[src/rtl/aes_pkg.sv]
// Shared AES-128 definitions: round-constant seed, GF(2^8) doubling,
// round-loop FSM states and the byte-lane helper for 128-bit buses.
package aes_pkg;

  localparam logic [7:0] RCON_INIT = 8'h01;
  localparam logic [7:0] GF_POLY   = 8'h1b;

  typedef enum logic [1:0] {
    ST_IDLE = 2'd0,
    ST_RUN  = 2'd1,
    ST_DONE = 2'd2
  } aes_state_e;

  function automatic logic [7:0] xtime(input logic [7:0] b);
    return {b[6:0], 1'b0} ^ (b[7] ? GF_POLY : 8'h00);
  endfunction

  // Byte k = 4*col + row, most significant byte first.
  function automatic logic [7:0] byte_of(input logic [127:0] v, input int unsigned k);
    return v[127 - 8*k -: 8];
  endfunction

endpackage

[src/rtl/aes_sbox.sv]
// Combinational AES forward S-box: one byte in, one substituted byte out.
module aes_sbox (
  input  logic [7:0] a,
  output logic [7:0] y
);

  // Entry 0 occupies the top byte; row n holds inputs 16n..16n+15.
  localparam logic [2047:0] SBOX_TABLE = {
    128'h637c777bf26b6fc53001672bfed7ab76,
    128'hca82c97dfa5947f0add4a2af9ca472c0,
    128'hb7fd9326363ff7cc34a5e5f171d83115,
    128'h04c723c31896059a071280e2eb27b275,
    128'h09832c1a1b6e5aa0523bd6b329e32f84,
    128'h53d100ed20fcb15b6acbbe394a4c58cf,
    128'hd0efaafb434d338545f9027f503c9fa8,
    128'h51a3408f929d38f5bcb6da2110fff3d2,
    128'hcd0c13ec5f974417c4a77e3d645d1973,
    128'h60814fdc222a908846eeb814de5e0bdb,
    128'he0323a0a4906245cc2d3ac629195e479,
    128'he7c8376d8dd54ea96c56f4ea657aae08,
    128'hba78252e1ca6b4c6e8dd741f4bbd8b8a,
    128'h703eb5664803f60e613557b986c11d9e,
    128'he1f8981169d98e949b1e87e9ce5528df,
    128'h8ca1890dbfe6426841992d0fb054bb16
  };

  assign y = SBOX_TABLE[{~a, 3'b111} -: 8];

endmodule

[src/rtl/aes_round_key_add.sv]
// Iterative AES-128 AddRoundKey stage with on-the-fly key schedule; one round per clk,
// ciphertext held on a valid/ready output. AES_KEY_SHADOW_EN: buffer key_load while busy.
module aes_round_key_add
  import aes_pkg::*;
#(
  parameter int NR = 10
) (
  input  logic         clk,
  input  logic         rst,
  input  logic         key_load,
  input  logic [127:0] key_in,
  input  logic         in_valid,
  output logic         in_ready,
  input  logic [127:0] pt_in,
  input  logic [127:0] mix_in,
  input  logic [127:0] end_in,
  output logic [127:0] state_out,
  output logic [3:0]   round,
  output logic         out_valid,
  input  logic         out_ready
);

  aes_state_e   state_q, state_d;
  logic         key_valid_q, key_valid_d;
  logic [127:0] ck_q, ck_d;
  logic [127:0] rk_q, rk_d;
  logic [127:0] st_q, st_d;
  logic [7:0]   rcon_q, rcon_d;
  logic [3:0]   round_q, round_d;
  logic         out_valid_q, out_valid_d;
  logic         in_ready_q, in_ready_d;
`ifdef AES_KEY_SHADOW_EN
  logic [127:0] shadow_q, shadow_d;
  logic         shadow_pending_q, shadow_pending_d;
`endif

  logic         accept;
  logic [127:0] ck_eff;
  logic [127:0] exp_src;
  logic [7:0]   exp_rc;
  logic [31:0]  rot_w, sub_w, t_w;
  logic [31:0]  w0_n, w1_n, w2_n, w3_n;
  logic [127:0] exp_key;

  assign accept = in_valid & in_ready_q;
  // A key loaded in the accepting cycle applies to that very block.
  assign ck_eff = key_load ? key_in : ck_q;

  // One schedule step is shared: the cipher key on accept, the running round key otherwise.
  assign exp_src = (state_q == ST_IDLE) ? ck_eff : rk_q;
  assign exp_rc  = (state_q == ST_IDLE) ? RCON_INIT : rcon_q;

  assign rot_w = {byte_of(exp_src, 13), byte_of(exp_src, 14),
                  byte_of(exp_src, 15), byte_of(exp_src, 12)};

  for (genvar i = 0; i < 4; i++) begin : g_subword
    aes_sbox u_sbox (
      .a (rot_w[31-8*i -: 8]),
      .y (sub_w[31-8*i -: 8])
    );
  end

  assign t_w     = sub_w ^ {exp_rc, 24'h000000};
  assign w0_n    = exp_src[127:96] ^ t_w;
  assign w1_n    = exp_src[95:64]  ^ w0_n;
  assign w2_n    = exp_src[63:32]  ^ w1_n;
  assign w3_n    = exp_src[31:0]   ^ w2_n;
  assign exp_key = {w0_n, w1_n, w2_n, w3_n};

  always_comb begin
    state_d     = state_q;
    key_valid_d = key_valid_q;
    ck_d        = ck_q;
    rk_d        = rk_q;
    st_d        = st_q;
    rcon_d      = rcon_q;
    round_d     = round_q;
    out_valid_d = out_valid_q;
`ifdef AES_KEY_SHADOW_EN
    shadow_d         = shadow_q;
    shadow_pending_d = shadow_pending_q;
`endif

    case (state_q)
      ST_IDLE: begin
        if (key_load) begin
          ck_d        = key_in;
          key_valid_d = 1'b1;
        end
        if (accept) begin
          st_d    = pt_in ^ ck_eff;
          round_d = 4'd0;
          rk_d    = exp_key;
          rcon_d  = xtime(RCON_INIT);
          state_d = ST_RUN;
        end
      end
      ST_RUN: begin
        // Final round skips MixColumns, so the ShiftRows-only path is taken.
        st_d    = ((round_q == 4'(NR - 1)) ? end_in : mix_in) ^ rk_q;
        round_d = round_q + 4'd1;
        rk_d    = exp_key;
        rcon_d  = xtime(rcon_q);
        if (round_d == 4'(NR)) begin
          state_d     = ST_DONE;
          out_valid_d = 1'b1;
        end
      end
      ST_DONE: begin
        if (out_ready) begin
          state_d     = ST_IDLE;
          out_valid_d = 1'b0;
        end
      end
      default: state_d = ST_IDLE;
    endcase

`ifdef AES_KEY_SHADOW_EN
    if (key_load && (state_q != ST_IDLE)) begin
      shadow_d         = key_in;
      shadow_pending_d = 1'b1;
    end
    // The running block keeps its key; a buffered key lands as IDLE is re-entered.
    if ((state_q == ST_DONE) && out_ready && shadow_pending_d) begin
      ck_d             = shadow_d;
      shadow_pending_d = 1'b0;
    end
`endif

    in_ready_d = (state_d == ST_IDLE) && key_valid_d;
  end

  always_ff @(posedge clk or posedge rst) begin
    if (rst) begin
      state_q     <= ST_IDLE;
      key_valid_q <= 1'b0;
      ck_q        <= '0;
      rk_q        <= '0;
      st_q        <= '0;
      rcon_q      <= RCON_INIT;
      round_q     <= 4'd0;
      out_valid_q <= 1'b0;
      in_ready_q  <= 1'b0;
`ifdef AES_KEY_SHADOW_EN
      shadow_q         <= '0;
      shadow_pending_q <= 1'b0;
`endif
    end else begin
      state_q     <= state_d;
      key_valid_q <= key_valid_d;
      ck_q        <= ck_d;
      rk_q        <= rk_d;
      st_q        <= st_d;
      rcon_q      <= rcon_d;
      round_q     <= round_d;
      out_valid_q <= out_valid_d;
      in_ready_q  <= in_ready_d;
`ifdef AES_KEY_SHADOW_EN
      shadow_q         <= shadow_d;
      shadow_pending_q <= shadow_pending_d;
`endif
    end
  end

  assign state_out = st_q;
  assign round     = round_q;
  assign out_valid = out_valid_q;
  assign in_ready  = in_ready_q;

endmodule

[config.mk]
export PLATFORM = sky130hd
export DESIGN_NAME = aes_round_key_add
export DESIGN_NICKNAME = d
export VERILOG_FILES = /design/src/rtl/aes_pkg.sv /design/src/rtl/aes_sbox.sv /design/src/rtl/aes_round_key_add.sv
export SDC_FILE = /design/constraint.sdc
export NUM_CORES = 2
export LEC_CHECK = 0
export BUFFER_PORTS_ARGS = -buffer_cell sky130_fd_sc_hd__buf_2
export CAP_MARGIN = 20
export CORE_ASPECT_RATIO = 1.4
export CORE_UTILIZATION = 49
export CTS_CLUSTER_SIZE = 14
export DETAILED_ROUTE_END_ITERATION = 8
export PLACE_DENSITY = 0.74
export SYNTH_ARGS = -nofsm -noshare
export SYNTH_HDL_FRONTEND = slang
export SYNTH_SLANG_ARGS = --single-unit
[constraint.sdc]
create_clock -name clk -period 38.8 [get_ports clk]
set_input_delay 9.7 -clock clk [delete_from_list [all_inputs] [get_ports clk]]
set_output_delay 9.7 -clock clk [all_outputs]
set_load 0.005 [all_outputs]
# Word level (Yosys, flattened, before mapping)

Index checks and enable logic that the tools add are counted.

Bits in writable memories: 0
Memory bits (read-only): 0
Output and inout bits: 134
Memories: 0
Register bits: 401
Word-level logic and storage cells: 63
Bits in latches: 0

Divide/modulo/power cells: 0
Multipliers: 0
Magnitude comparators: 0
Shifts and indexed selects: 4
Bitwise operators: 13
$add $sub $neg: 1
Reduce and logical (&&, ||, !) cells: 7
Mux-type cells: 22
Equality and inequality tests: 7

Operators with widths:

| cell                         | count |
|---|---|
| $shiftx A2055 B12 Y8 const A | 4 |
| $mux W128                    | 5 |
| $pmux W128 S2                | 2 |
| $xor A128 B128 Y128          | 2 |
| $xor A32 B32 Y32             | 5 |
| $not A8 Y8                   | 4 |
| $mux W8                      | 2 |
| $pmux W8 S2                  | 1 |
| $eq A4 B4 Y1 const B         | 2 |
| $pmux W4 S2                  | 1 |
| $xor A8 B5 Y8                | 1 |
| $mux W2                      | 3 |
| $ne A2 B2 Y1 const B         | 3 |
| $pmux W2 S3                  | 1 |
| $mux W5                      | 1 |
| $add A4 B1 Y4 const B        | 1 |
| $logic_not A2 Y1             | 2 |
| $mux W1                      | 4 |
| $mux W4                      | 1 |
| $reduce_bool A2 Y1           | 2 |
| $reduce_and A3 Y1            | 1 |
| $eq A2 B1 Y1 const B         | 1 |
| $eq A2 B2 Y1 const B         | 1 |
| $pmux W1 S2                  | 1 |
| other kinds (3)              | 3 |

# Logic depth before layout (Yosys ltp)

Word-level depth: 11
Gate-level depth with buffers: 19
Depth with buffers taken out: 14

# By module

A second synthesis with hierarchy kept.

Cell total of the unflattened synthesis: 5203
Area, all modules: 40999.3 um^2

Modules (own cells, without submodules):

| module            | area an instance (um^2) | cells each | sequential area each (um^2) | times used |
|---|---|---|---|---|
| aes_round_key_add | 27256.1                 | 2999       | 10035.9                     | 1 |
| aes_sbox          | 3435.8                  | 551        | 0.0                         | 4 |

# Least setup slack after synthesis

No wires, ideal clock.

Path kind: in2reg
Start point: input port key_load
End point: register rk_q[86]
Arrival: 13563 ps
Data required time: 38731 ps
Library setup time: 69 ps
Slack: 25167 ps
Stages on the path: 16
Path through: buf_6 -> buf_6 -> mux2i_4 -> a21o_1 -> clkbuf_1 -> ha_1 -> nor3b_1 -> a22oi_1 -> nand2_1 -> o221ai_1 -> a21oi_1 -> a2111oi_1 -> a22oi_4 -> xnor2_1 -> or4_1 -> nand3_1

Word-level cells in the longest chain between the ends: 9

Ends and longest elaborated chain:

| element                | RTL line                 | source |
|---|---|---|
| start: declaration     | aes_round_key_add.sv:10  | `input logic key_load,` |
| $mux W128 *            | -                        |  |
| $mux W128 *            | aes_round_key_add.sv:50  | `assign exp_src = (state_q == ST_IDLE) ? ck_eff : rk_q;` |
| $not A8 Y8             | aes_sbox.sv:27           | `assign y = SBOX_TABLE[{~a, 3'b111} -: 8];` |
| $shiftx A2055 B12 Y8   | aes_sbox.sv:27           |  |
| $xor A32 B32 Y32       | aes_round_key_add.sv:63  | `assign t_w = sub_w ^ {exp_rc, 24'h000000};` |
| $xor A32 B32 Y32       | aes_round_key_add.sv:64  | `assign w0_n = exp_src[127:96] ^ t_w;` |
| $xor A32 B32 Y32 *     | aes_round_key_add.sv:65  | `assign w1_n = exp_src[95:64] ^ w0_n;` |
| $mux W128              | aes_round_key_add.sv:90  | `if (accept) begin` |
| $pmux W128 S2 *        | aes_round_key_add.sv:84  | `case (state_q)` |
| end signal: assignment | aes_round_key_add.sv:152 | `rk_q <= rk_d;` |
| end: declaration       | aes_round_key_add.sv:26  | `logic [127:0] rk_q, rk_d;` |

Every way passes the cells marked *; elsewhere a longest branch is shown, timed or not. The select of a mux whose other input is x is not followed.
A chain may end at the register's enable or synchronous reset.

# Final worst setup path

Start point: input port key_load
End point: register rk_q[23]

Word-level cells in the longest chain between the ends: 11

Ends and longest elaborated chain:

| element              | RTL line                | source |
|---|---|---|
| $mux W128 *          | -                       |  |
| $mux W128 *          | aes_round_key_add.sv:50 |  |
| $not A8 Y8           | aes_sbox.sv:27          |  |
| $shiftx A2055 B12 Y8 | aes_sbox.sv:27          |  |
| $xor A32 B32 Y32     | aes_round_key_add.sv:63 |  |
| $xor A32 B32 Y32     | aes_round_key_add.sv:64 |  |
| $xor A32 B32 Y32     | aes_round_key_add.sv:65 |  |
| $xor A32 B32 Y32     | aes_round_key_add.sv:66 | `assign w2_n = exp_src[63:32] ^ w1_n;` |
| $xor A32 B32 Y32 *   | aes_round_key_add.sv:67 | `assign w3_n = exp_src[31:0] ^ w2_n;` |
| $mux W128            | aes_round_key_add.sv:90 |  |
| $pmux W128 S2 *      | aes_round_key_add.sv:84 |  |

Marks and branches as above.

==> impl_metrics.csv <==
group,metric,value,unit
place,gp_congestion,1.084,
layout,post_route_cells_drive_above_1_share,18.64,%
status,outcome,"finished with violations",
sta,slew_viol_final,0,
clock_tree,cts_max_path_buffers,3,
floorplan,die_area,82650,um^2
logic_synthesis,synth-edff-count,0,
sta,min_period,15.49,ns
worst_setup_path,worstPathRequired,39.33,ns
sta,fin_tns_setup,0,ns
clock_tree,cts.sinks,401,
logic_synthesis,cell_area_after_synthesis,39930,um^2
floorplan,placementRows,123,
clock_tree,cts_post_setup_buffers_inserted,0,
status,violations_in_the_final_reports,"design-rule violations",
detailed_routing,postRouteAntennaNets,0,
global_route,first_global_vias,42180,
detailed_routing,drt-pass1-iter-count,9,
floorplan,die_w,243.3,um
global_route,maximum_number_of_pins_on_one_net_before_global_route_repair,198,
sta,setup_viol,0,
logic_synthesis,synth.yosys.warnings,0,
place,numPortBuffers,650,
sta,max_clock_freq,64.56,MHz
min_path,worstHoldPathType,"reg2reg",
detailed_routing,post-route-drc-count,4,
flow_run,cap_violations,0,
global_route,antenna_violations_before_repair,20,
logic_synthesis,post_synth_inst_count,5074,
detailed_routing,drt_wirelength,199300,um
layout,layout_commonest_cell,"sky130_fd_sc_hd__buf_2",
sta,worst_slew_pin_slew,1.391,ns
floorplan,io_pins,651,
clock_tree,worstSkewPairLatency,0.62,ns
detailed_routing,via_count,45380,
worst_setup_path,criticalPathCategory,"in2reg",
logic_synthesis,yosysUniqueCellTypes,116,
sta,timing.final.crit_share,39.92,%
worst_setup_path,endpoint_kind,"flop",
floorplan,fp.coreArea,80490,um^2
global_route,grt_overflow,0,
place,hpwl_detailed,143500,um
global_route,grt_pass1_wl,288500,um
layout,register_area,10040,um^2
layout,nets,5975,
clock_tree,cts_root_buf,"sky130_fd_sc_hd__clkbuf_16",
floorplan,floorplan.die.height,339.8,um
layout,area_growth_from_synthesis_to_layout,12.31,%
clock_tree,cts_hold_buffers,0,
clock_tree,post_cts.resized_instances,0,
logic_synthesis,post_synth.cell_area_avg,7.870,um^2
floorplan,start_util,49.61,%
worst_setup_path,path_max_fanout,59,
sta,fin_worst_skew,0.02189,ns
layout,multi_input_logic_area,27510,um^2
sta,grt_setup_unrepaired,"false",
global_route,globalRouteTotalUtil,46.51,%
logic_synthesis,synthesis.nets,5649,
layout,mostFrequentLayoutCells,"sky130_fd_sc_hd__buf_2 (651), sky130_fd_sc_hd__nand2_1 (588), sky130_fd_sc_hd__nor2_1 (447)",
detailed_routing,routed_wirelength_normalized_by_instance_count,30.60,um
sta,hold_viol_final,0,
logic_synthesis,ys_seq_area_share,25.13,%
detailed_routing,avgViaCountPerCell,6.968,
clock_tree,cts_tree,"yes",
logic_synthesis,yosys_most_used_dff,"sky130_fd_sc_hd__dfrtp_1",
clock_tree,cts.clk_slew.worst_paths,0.06,ns
logic_synthesis,async_set_or_reset_register_ratio_after_synthesis,100.0,%
layout,fillerInstances,7640,
logic_synthesis,yosys_register_bits,401,
sta,relSlewSlack,6.960,%
clock_tree,htree_levels,2,
detailed_routing,drtIter0Drc,7587,
worst_setup_path,critical_path_start_type,"input port",
worst_setup_path,arrival,16.02,ns
clock_tree,cts_made_buffers,44,
cells in the mapped netlist (all sizes together), types with 15 or more instances:
cell type / instances / share of area [%]
o311ai: 31 / 0.72
o31ai: 26 / 0.50
a22oi: 19 / 0.39
o22ai: 31 / 0.52
nand4: 38 / 0.60
o211ai: 137 / 2.6
a2bb2oi: 18 / 0.43
or3: 33 / 0.52
dfrtp: 400 / 25
o311a: 15 / 0.38
o21a: 72 / 1.4
ha: 58 / 1.8
nor4: 20 / 0.35
a21oi: 397 / 5.0
inv: 46 / 0.44
nor2: 451 / 4.3
a31oi: 67 / 1.1
nand2: 589 / 5.5
a32oi: 29 / 0.67
a2111oi: 18 / 0.40
mux2i: 302 / 7.8
xor2: 167 / 3.8
o21ai: 461 / 6.0
a221oi: 41 / 0.95
nor3: 97 / 1.3
a21o: 25 / 0.47
nand3: 135 / 1.7
o221ai: 38 / 0.85
a311oi: 41 / 0.90
buf: 258 / 3.6
o2111ai: 25 / 0.55
o211a: 17 / 0.43
nand2b: 17 / 0.27
clkbuf: 235 / 2.2
xnor2: 288 / 6.5
mux2: 55 / 1.7
a211o: 25 / 0.55
o32ai: 16 / 0.35
a211oi: 124 / 2.4
flip-flops by register name, indices dropped and copies added, names as in the netlist:
name         cells
state_q          2
key_valid_q      1
round            4
in_ready         1
state_out      128
rcon_q           8
ck_q           128
out_valid        1
rk_q           128
cell type report:
class | count | share of cell area (%)
multi-input combinational | 4134 | 61.34
sequential | 401 | 22.38
timing repair buffer | 773 | 9.555
tap | 1062 | 2.963
clock buffer | 62 | 2.832
clock inverter | 18 | 0.4296
inverter | 46 | 0.4073
antenna | 17 | 0.09486
layer usage:
metal | share of wire (%) | global-route usage [%] | routed length (um) | vias to the layer above
li1 | - | - | - | 19390
met1 | 35 | 55.14 | 70600 | 21460
met2 | 43 | 70.83 | 85840 | 3502
met3 | 11 | 12.30 | 22220 | 1026
met4 | 10 | 37.45 | 20580 | 4
met5 | 0.014 | 0 | 28 | -
logic make-up (layout without fill, tap and decap cells):
group	after synthesis	after routing	synth area share, %
AO/OA/AOI/OAI	1795	1795	30.27
XOR/XNOR	470	470	11.18
adder cells (fa/ha/maj)	58	58	1.817
buffers and inverters	539	899	6.257
flip-flops	401	401	25.13
multiplexers	358	358	9.522
other	0	17	0
AND/OR/NAND/NOR	1453	1453	15.82
worst paths after layout:
check / cells after the start / endpoint / slack (ns) / start
hold reg to reg: 1 / key_valid_q / 0.46 / key_valid_q
setup reg to reg: 18 / rk_q[28] / 31.61 / state_q[1]
min in group asynchronous: 2 / state_out[64] / 9.26 / rst
max in group asynchronous: 5 / state_out[27] / 27.50 / rst
setup / recovery: 16 / rk_q[23] / 23.31 / key_load
hold / removal: 1 / key_valid_q / 0.46 / key_valid_q
through the flow:
stage	worst slack, ns	cell area (um^2)	hold slack, ns	std cells	util [%]
6_report	23.31	44850	0.4582	6513	55.72
5_1_grt	23.32	44840	0.4744	6510	55.71
4_1_cts	23.72	44740	0.4536	6492	55.59
3_5_place_dp	23.10	43280	0.4400	6412	53.77
3_3_place_gp	23.13	43220	0.4386	6405	53.70
2_1_floorplan	17.95	39930	0.4164	5074	-
worst max-delay path: stages:
cell and delay [ns]:
sky130_fd_sc_hd__buf_8 0.49, sky130_fd_sc_hd__buf_4 0.66, sky130_fd_sc_hd__mux2_2 0.33, sky130_fd_sc_hd__mux2i_2 0.07
sky130_fd_sc_hd__buf_4 0.26, sky130_fd_sc_hd__inv_2 0.07, sky130_fd_sc_hd__buf_4 0.35, sky130_fd_sc_hd__ha_1 0.69
sky130_fd_sc_hd__o32ai_1 0.20, sky130_fd_sc_hd__o311a_1 0.39, sky130_fd_sc_hd__a311oi_1 0.98, sky130_fd_sc_hd__o32ai_1 0.27
sky130_fd_sc_hd__buf_4 0.27, sky130_fd_sc_hd__xnor2_2 0.57, sky130_fd_sc_hd__xnor3_1 0.43, sky130_fd_sc_hd__o21ai_1 0.12
Power is left out: the tool's default activity adds up to more than one toggle a clock period on the data nets, which glitch-free logic cannot reach.
